**src/rtl/serial_frame_pkg.sv**
```systemverilog
// serial_frame_pkg: state encoding and counter sizing shared by the serial frame receiver.
package serial_frame_pkg;
    typedef enum logic [1:0] {IDLE, SHIFT, DONE} rx_state_t;

    function automatic int cnt_w(input int width);
        return $clog2(width + 2);
    endfunction
endpackage

```
**src/rtl/serial_shift_in.sv**
```systemverilog
// serial_shift_in: serial-in shift-left register with synchronous clear.
module serial_shift_in #(
    parameter int WIDTH = 8
) (
    input  logic             clk,
    input  logic             rst,
    input  logic             clr,
    input  logic             shift,
    input  logic             d,
    output logic [WIDTH-1:0] q
);
    always_ff @(posedge clk or negedge rst)
        if (!rst) q <= '0;
        else if (clr) q <= '0;
        else if (shift) q <= {q[WIDTH-2:0], d};
endmodule

```
**src/rtl/serial_frame_rx.sv**
```systemverilog
// serial_frame_rx: MSB-first framed serial receiver with valid/ready output register.
// SERIAL_FRAME_RX_PARITY_EN adds a trailing even-parity bit per frame and drives parity_err.
import serial_frame_pkg::*;

module serial_frame_rx #(
    parameter int WIDTH = 8
) (
    input  logic             clk,
    input  logic             rst,
    input  logic             frame,
    input  logic             sshift,
    input  logic             d,
    output logic [WIDTH-1:0] q,
    output logic             q_valid,
    input  logic             q_ready,
    output logic             busy,
    output logic             frame_err,
    output logic             overrun,
    input  logic             clr_ovr,
    output logic             parity_err
);
    localparam int CNT_W = cnt_w(WIDTH);
`ifdef SERIAL_FRAME_RX_PARITY_EN
    localparam int NBITS = WIDTH + 1;
`else
    localparam int NBITS = WIDTH;
`endif
    localparam logic [CNT_W-1:0] LAST = CNT_W'(NBITS - 1);

    rx_state_t state, state_n;
    logic [CNT_W-1:0] cnt, cnt_n;
    logic [WIDTH-1:0] sr, word;
    logic armed, start, take, last, drop, load, sr_clr, sr_shift;

    serial_shift_in #(.WIDTH(WIDTH)) u_sr (
        .clk(clk), .rst(rst), .clr(sr_clr), .shift(sr_shift), .d(d), .q(sr)
    );

`ifdef SERIAL_FRAME_RX_PARITY_EN
    // The parity bit completes the word but is never shifted into sr.
    assign word = sr;
    assign sr_shift = take & ~last;
    always_ff @(posedge clk or negedge rst)
        if (!rst) parity_err <= 1'b0;
        else if (load) parity_err <= ^{sr, d};
`else
    logic sr_unused;
    assign sr_unused = sr[WIDTH-1];
    assign word = {sr[WIDTH-2:0], d};
    assign sr_shift = take;
    assign parity_err = 1'b0;
`endif

    assign busy = state == SHIFT;

    always_comb begin
        start = frame & armed;
        take = sshift & (state == SHIFT ? frame : state == IDLE ? start : 1'b0);
        last = take & (cnt == LAST);
        drop = last & q_valid & ~q_ready;
        load = last & ~drop;
        sr_clr = state == IDLE & ~start;
        state_n = state == IDLE  ? (start ? SHIFT : IDLE) :
                  state == SHIFT ? (!frame ? IDLE : last ? DONE : SHIFT) :
                                   (!frame ? IDLE : DONE);
        cnt_n = ((state == SHIFT & ~frame) | last) ? '0 : take ? cnt + 1'b1 : cnt;
    end

    // armed blocks a frame already in progress when reset released from being taken as new.
    always_ff @(posedge clk or negedge rst)
        if (!rst) begin
            state     <= IDLE;
            cnt       <= '0;
            q         <= '0;
            q_valid   <= 1'b0;
            frame_err <= 1'b0;
            overrun   <= 1'b0;
            armed     <= 1'b0;
        end else begin
            state     <= state_n;
            cnt       <= cnt_n;
            q         <= load ? word : q;
            q_valid   <= load | (q_valid & ~q_ready);
            frame_err <= state == SHIFT & ~frame & (cnt != '0);
            overrun   <= drop | (overrun & ~clr_ovr);
            armed     <= armed | ~frame;
        end
endmodule

```
**config.mk**
```make
export PLATFORM = sky130hd
export DESIGN_NAME = serial_frame_rx
export DESIGN_NICKNAME = d
export VERILOG_FILES = /design/src/rtl/serial_frame_pkg.sv /design/src/rtl/serial_shift_in.sv /design/src/rtl/serial_frame_rx.sv
export SDC_FILE = /design/constraint.sdc
export NUM_CORES = 1
export LEC_CHECK = 0
export ABC_AREA = 1
export CAP_MARGIN = 10
export CORE_MARGIN = 5
export CORE_UTILIZATION = 33
export CTS_BUF_LIST = sky130_fd_sc_hd__clkbuf_16
export CTS_CLUSTER_SIZE = 25
export DETAILED_ROUTE_END_ITERATION = 10
export HOLD_SLACK_MARGIN = 0.15
export SYNTH_ARGS = -nofsm -noshare
export SYNTH_HDL_FRONTEND = slang
export SYNTH_SLANG_ARGS = --single-unit
```
**constraint.sdc**
```tcl
create_clock -name clk -period 1.79 [get_ports clk]
set_clock_uncertainty 0.15 [all_clocks]
set_input_delay 0.537 -clock clk [delete_from_list [all_inputs] [get_ports clk]]
set_output_delay 0.537 -clock clk [all_outputs]
set_load 0.02 [all_outputs]
```
; ---- Yosys cells after proc, flatten, opt, wreduce, memory -nomap -nowiden
; Cells that the tools add are included.
[classes]
n_addsub = 1
mul = 0
div = 0
magnitude_cmp = 0
eq_ne = 2
shifts = 0
mux = 12
bitwise = 20
n_reduce_logical = 4
[ops]
columns = operator, count
row1 = 7-bit 2-to-1 mux, 2
row2 = 1-bit AND, 11
row3 = 2-bit 2-to-1 mux, 5
row4 = 4-bit 2-to-1 mux, 2
row5 = 1-bit NOT, 5
row6 = 4-bit by 1-bit adder with 4-bit output (second input constant), 1
row7 = 4-bit by 3-bit equality test with 1-bit output (second input constant), 1
row8 = 1-bit bitwise OR, 4
row9 = 2-bit nonzero test, 2
row10 = 4-bit nonzero test, 1
row11 = 1-bit 2-to-1 mux, 3
row12 = 2-bit by 1-bit equality test with 1-bit output (second input constant), 1
row13 = 2-bit zero test, 1
[word_totals]
ff_bits = 25
latch_bits = 0
ram_bits = 0
rom_bits = 0
input_bits = 7
out_inout_bits = 13
memories = 0

; ---- Depth between registers and ports, before layout
[depth]
word_depth = 10
mapped_depth = 8
depth_no_buf = 7

; ---- Cells and area by module
; A second synthesis with hierarchy kept.
[unflattened]
hier_cells = 137
area_unflattened_um2 = 1244.9
[by_module_without_submodules]
columns = module, instances, cells_each, area_each_um2
row1 = serial_frame_rx, 1, 102, 909.6
row2 = serial_shift_in, 1, 35, 335.3

; ---- Worst setup path after synthesis
; Ideal clock, no wire load.
[synth_path]
path_type = input -> register
from = input port frame
to = register cnt[0]
setup_ns = 0.065
t_arrival_ns = 1.208
setup_slack_ns = 0.367
cell_stages = 8
path_buffers = 1
path_cell_list = inv_1 nand3_2 nand2_2 nor2_2 buf_6 nor2_2 nand2_1 nand2_1
[synth_via]
elab_chain_len = 7
word_cells_on_any_way = 10
[synth_rtl]
columns = element, line_no
row1 = from (decl), serial_frame_rx.sv:10  ; input logic frame,
row2 = 1-bit AND, serial_frame_rx.sv:57  ; start = frame & armed;
row3 = 1-bit 2-to-1 mux (2 in a row), serial_frame_rx.sv:58  ; take = sshift & (state == SHIFT ? frame : state == IDLE ? start : 1'b0);
row4 = 1-bit AND, serial_frame_rx.sv:58
row5 = 1-bit AND, serial_frame_rx.sv:59  ; last = take & (cnt == LAST);
row6 = 1-bit bitwise OR, serial_frame_rx.sv:66  ; cnt_n = ((state == SHIFT & ~frame) | last) ? '0 : take ? cnt + 1'b1 : cnt;
row7 = 4-bit 2-to-1 mux or 2-bit nonzero test (tied branches), n/a
row8 = to (signal assigned), serial_frame_rx.sv:81  ; cnt <= cnt_n;
row9 = to (decl), serial_frame_rx.sv:31  ; logic [CNT_W-1:0] cnt, cnt_n;
; Parallel ways exist; a longest one is shown, timed or not.
; A chain may end at the register's enable or synchronous reset.

; ---- Worst setup path after layout
[layout_path]
from = register state[1]
to = output port busy
[layout_via]
elab_chain_len = 1
[layout_rtl]
columns = element, line_no
row1 = from (decl), serial_frame_rx.sv:30  ; rx_state_t state, state_n;
row2 = from (signal assigned), serial_frame_rx.sv:80  ; state <= state_n;
row3 = 2-bit by 1-bit equality test with 1-bit output, serial_frame_rx.sv:54  ; assign busy = state == SHIFT;
row4 = to (decl), serial_frame_rx.sv:16  ; output logic busy,
; Every way passes these cells.

==> metrics <==
final worst setup slack=between 0.1 and 0.15 ns; Yosys Warn Count=0; top post-synthesis cells by area=dfrtp_1 53%, nand2_1 13%, nand3_1 7.6%; hold slack=around 0.33 ns; sw frac=0.340; fmax=approximately 600 MHz; gpl congestion=around 0.75; initial antenna violation count=0; pre-CTS WS=-0.314 ns; GRT met2 Usage=0.188; Chip Width=69.9 um; fin. max-slew vios=0; status=finished clean; Comb pwr share=0.335; critical path's slowest cell=dfrtp_1; crit-path cells=inv_2 > nand2_1 > inv_1 > buf_2; Crit path max-delay family=flip-flops; Seq cells post-synth=25; share of layout cells above drive strength 1=0.160; r2r endpoint=state[0]$_DFF_PN0_; critical path required time=roughly 1.1 ns; Nets=~170; period utilization=0.928; post-synthesis cell type count=24; Power Internal=approximately 1.2 mW; syn nets=145; Critical path buffers and inverters=3; worst hold path depth=2; total power=around 1.9 mW; Antenna Violating Nets Remaining=0; GRT Overall Usage=0.112; sw power=between 0.6 and 0.7 mW; Avg Cell Area, Syn=between 8 and 9 um^2; worst skew pair latency=between 0.2 and 0.3 ns; maximum vdd drop=approximately 0.43 mV; share of the synthesized area in the top cell type=0.529; Leakage=0.869 nW; Antenna Cells=0; clock group share of total power=0.269; first-pass GRT wire length=between 4000 and 5000 um; Seq/Total Area, Yosys=0.529; CP Capture Type=output port; via count=989; Crit path largest cell delay=between 0.3 and 0.4 ns; final instance area=0.00155 mm^2; Die Ht=~70 um; dpl cells=roughly 210; CP arrival=about 0.97 ns; busiest grt layer=met2; Post-Synthesis Cells=136; vias per std cell=~4.7; Fillers=about 350; most frequent cell after synthesis=nand2_1; non-filler instance count after layout=~210; DP HPWL=~1900 um; total CTS buffers=3; Post-synth top cells=42 x nand2_1, 25 x dfrtp_1, 18 x nand3_1; routed len/inst=about 12 um; DRC=0; Clk pin slew, worst setup/hold paths=0.06 ns; GR Util met1=0.136; core footprint=around 0.0034 mm^2; worst setup path start=state[1]$_DFF_PN0_; number of flops mapped to enable cells by yosys=0; Synth Cell Area=approximately 0.0012 mm^2; area delta synth->final=30.9%; hold path startpoint=q[2]$_DFFE_PN0P_; CTS tree=yes; Worst Path Max Fanout=2; unrepaired setup endpoints after global routing=false; drt first pass iters=4; worst r2r src=cnt[0]$_DFFE_PN0P_; DR iter-0 viols=between 60 and 70; Critical Path Start Type=register; H-Tree Depth=1; Initial Util=0.346; Flop pwr share=0.396; max-cap viol count=0; port bufs=18; Placed Area=about 0.0015 mm^2; clk buf depth=2; Min-Delay Endpoint=q[2]$_DFFE_PN0P_; vias in the first global route=1,052; area leader, netlist=dfrtp_1; Setup TNS=0 ns; Sink Count=25; crit path kind=register to output port; Top FF cell, synth=dfrtp_1; Pwr per Cell Area=between 1000 and 1500 mW/mm^2; final setup fails=0; met3 Usage GRT=0.0230; Hold WC Path Type=register to register; FFs w/ async S/R, synth=1.00; Rows=21; total wire length=~2500 um; Final Util=0.453; root buffer selected by CTS=clkbuf_16; largest net degree at the start of global routing=26; IO Count=20; Die Area=0.00488 mm^2; GRT Residual Overflow=0; post-route minimum period=1.66 ns; final hold vios=0; Worst R2R Path Depth=7; flop2flop setup slack=between 0.15 and 0.2 ns
## logic make-up (layout without fill, tap and decap cells)
family / after synthesis / count (layout) / synth area share
adder cells (fa/ha/maj): 2 / 2 / 0.0212
AND/OR/NAND/NOR: 82 / 82 / 0.331
buffers and inverters: 19 / 46 / 0.0772
other: 1 / 1 / 0.00317
XOR/XNOR: 1 / 1 / 0.00741
AO/OA/AOI/OAI: 6 / 6 / 0.0307
flip-flops: 25 / 25 / 0.529
## worst max path at each step
stage	cells after the start	end
after floorplan	8	cnt[0]$_DFFE_PN0P_
after global placement	8	cnt[3]$_DFFE_PN0P_
after detailed placement	8	cnt[3]$_DFFE_PN0P_
after CTS	4	busy
after global routing	7	state[0]$_DFF_PN0_
final	4	busy
## power by group through the flow
stage	combinational, mW	sequential [mW]	clock [mW]
4_1_cts	0.645	0.740	0.520
5_1_grt	0.709	0.753	0.541
3_5_place_dp	0.657	0.753	0
2_1_floorplan	0.357	0.764	0
6_report	0.628	0.741	0.503
3_3_place_gp	0.636	0.744	0
## state kept, by name, indices dropped and copies added, names as in the netlist
register,cells
q,8
u_sr.q,7
state,2
cnt,4
overrun,1
q_valid,1
frame_err,1
armed,1
## repair_timing
| item | in CTS | in global routing |
|---|---|---|
| cloned | 0 | 0 |
| resized for setup | 15 | 1 |
| hold buffers | 0 | 0 |
| endpoints found under the hold margin | 0 | 0 |
| setup endpoints to repair | 24 | 1 |
| setup buffers | 0 | 0 |
## routing by layer
layer / up-vias / part of all wire
li1: 501 / -
met1: 455 / 0.46
met2: 25 / 0.47
met3: 8 / 0.048
met4: 0 / 0.024
met5: - / 0
## layout make-up
cell class,count,area (um^2),area share
Inverter,13,48.8,0.0315
Multi-Input combinational cell,92,465,0.301
Timing Repair Buffer,29,268,0.173
Tap cell,46,57.6,0.0372
Sequential cell,25,626,0.404
Clock inverter,1,7.51,0.00485
Clock buffer,3,75.1,0.0485
## tightest hold or removal path, cell delays in order (launching register included)
cell and delay [ns]:
dfrtp_1 0.35, nand2_1 0.05, nand2_1 0.05
## cell usage in the layout, fill, tap and decap left out, drive strengths merged, types with 2 or more instances in the layout
cell / count
ha: 2
inv: 13
nor2: 5
nand2: 43
dlygate4sd2: 12
clkdlybuf4s50: 5
dfrtp: 25
buf: 12
clkbuf: 3
nand4: 13
a21oi: 3
o21ai: 2
nand3: 20
Note: power is estimated with default switching activity, not from simulation.
==> RTL change (same flow settings) <==
`WIDTH` is set to 8 in 2 places; all go to 6.
--- a/src/rtl/serial_shift_in.sv
+++ b/src/rtl/serial_shift_in.sv
@@ -2,3 +2,3 @@
 module serial_shift_in #(
-    parameter int WIDTH = 8
+    parameter int WIDTH = 6
 ) (
--- a/src/rtl/serial_frame_rx.sv
+++ b/src/rtl/serial_frame_rx.sv
@@ -5,3 +5,3 @@
 module serial_frame_rx #(
-    parameter int WIDTH = 8
+    parameter int WIDTH = 6
 ) (
Interface: changed (resized q); port bits go from 20 to 18. The function was not compared with the original's and may differ.
==> RTL change against the unedited design <==
Routed wire length shrank 20%; design area shrank 15%; largest cell class unchanged; largest power group unchanged; non-clock buffer count shrank 4; power shrank 2.7%; die area shrank 17%; setup slack gained 0.0041 ns; first-iteration DRC count shrank 67%; register-to-register slack gained 0.15 ns; count of clock-buffer cells in the layout is the same; sequential cell count shrank 5; area after synthesis shrank 20%; cell count shrank 22%.
==> RTL change: results (changes against the unedited design) <==
metric	value	unit	change
status	finished, final reports clean		unchanged
drt_pass1_iterations	4		unchanged
avgSynthCellArea	9.20	um2	was 8.69 um2
layout-drive-gt1-share	17.6	%	was 16.0%
dp_hpwl	1.43	mm	was 1.85 mm
crit_arrival	0.97	ns	about the same
p_leak	0.734	nW	was 0.869 nW
cts_max_level	1		unchanged
top_regs	q: 6 flops, u_sr.q: 5 flops, cnt: 3 flops		was q: 8 flops, u_sr.q: 7 flops, cnt: 4 flops
clkTransAtPathRegs	0.06	ns	about the same
synth_commonest_cells	28 x nand2_1, 20 x dfrtp_1, 16 x nand3_1		was 42 x nand2_1, 25 x dfrtp_1, 18 x nand3_1
dpl-instance-area	0.00119	mm2	was 0.00149 mm2
syn-num-nets	113		was 145
r2r_end	state[0]$_DFF_PN0_		unchanged
yosys-top-cells-area	dfrtp_1 53%, nand2_1 11%, nand3_1 8.5%		was dfrtp_1 53%, nand2_1 13%, nand3_1 7.6%
grt_pass1_wl	3.63	mm	was 4.56 mm
min_path_cells	2		unchanged
fin_hold_ws	0.332	ns	was 0.333 ns
ys_types	20		was 24
num_antenna_cells	0		unchanged
track_usage	11.0	%	was 11.2%
first_global_vias	820		was 1,052
r2r_setup_slack	0.32	ns	was 0.17 ns
nNetsFinal	142		was 173
cts_resized	14		was 15
vias	782		was 989
hp-start	q[0]$_DFFE_PN0P_		was q[2]$_DFFE_PN0P_
yosysSeqAreaShare	52.8	%	was 52.9%
gp_congestion	0.778		was 0.750
fin_cells	162		was 209
nFillCells	257		was 347
vdd_drop_max	0.877	mV	was 0.434 mV
wl	1.99	mm	was 2.48 mm
grt_max_degree	21		was 26
cts_buffers	3		unchanged
path_max_fanout	2		unchanged
crit_slowest_cell	dfrtp_1		unchanged
cp-endpoint	busy		unchanged
cts_root_buf	clkbuf_16		unchanged
post_cts_buffers	0		unchanged
regToRegStartpoint	cnt[1]$_DFFE_PN0P_		was cnt[0]$_DFFE_PN0P_
synth.most_common_cell	nand2_1		unchanged
drt_iter0_drc	21		was 64
min_to	q[0]$_DFFE_PN0P_		was q[2]$_DFFE_PN0P_
slowest_delay	0.38	ns	
io_buffers	16		was 18
async_reset_ff_share	100	%	unchanged
grt_antenna_before_repair	0		unchanged
clock_path_buffers	2		unchanged
==> RTL change: area by class of cell <==
type / instances / area (um2) / share of cell area, %
repair buffers: 25 / 214 / 16.2
inverters: 10 / 37.5 / 2.84
flip-flops and latches: 20 / 500 / 37.8
multi-input cells: 72 / 427 / 32.3
clock inverters: 1 / 30.0 / 2.27
clock buffers: 3 / 75.1 / 5.68
well taps: 31 / 38.8 / 2.93
==> RTL change: worst reg2reg max path: cells and delay by family, from the launching register on <==
family | cells | cell delay [ns]
adders and majority gates | 1 | 0.14
buffers and inverters | 2 | 0.24
DFF | 1 | 0.40
and+or+nand+nor | 4 | 0.43
==> RTL change: metrics by stage <==
stage / total power [mW] / setup WS, ns
CTS: 1.81 / 0.00537
global placement: 1.19 / -0.280
floorplan: 0.962 / 0.285
detailed placement: 1.20 / -0.310
global route: 1.94 / 0.0518
finish: 1.82 / 0.133
==> RTL change: report_power, final <==
| part | internal, mW | switching (mW) | leakage [nW] | total [mW] |
|---|---|---|---|---|
| logic | 0.237 | 0.366 | 0.415 | 0.604 |
| clock network | 0.443 | 0.163 | 0.0511 | 0.606 |
| registers | 0.546 | 0.0660 | 0.268 | 0.612 |
==> RTL change: cells by family after synthesis <==
kind of cell               after synthesis  share of synthesized area (%)
and+or+nand+nor                         60                           32.5
AOI/OAI and AO/OA                        6                           3.43
other                                    1                          0.396
DFF                                     20                           52.8
xor gates and xnor gates                 1                          0.925
buffers and inverters                   12                           5.95
adders and majority gates                3                           3.96
==> RTL change: routing by layer <==
layer  vias up  routed length, um  part of all wire (%)  GRT usage (%)
met5         -                  0                     0              0
met4         0                 12                  0.60           4.68
met3         2                 90                   4.5           3.37
met2        10                938                    47           16.6
met1       367                943                    48           14.6
li1        403                  -                     -              -
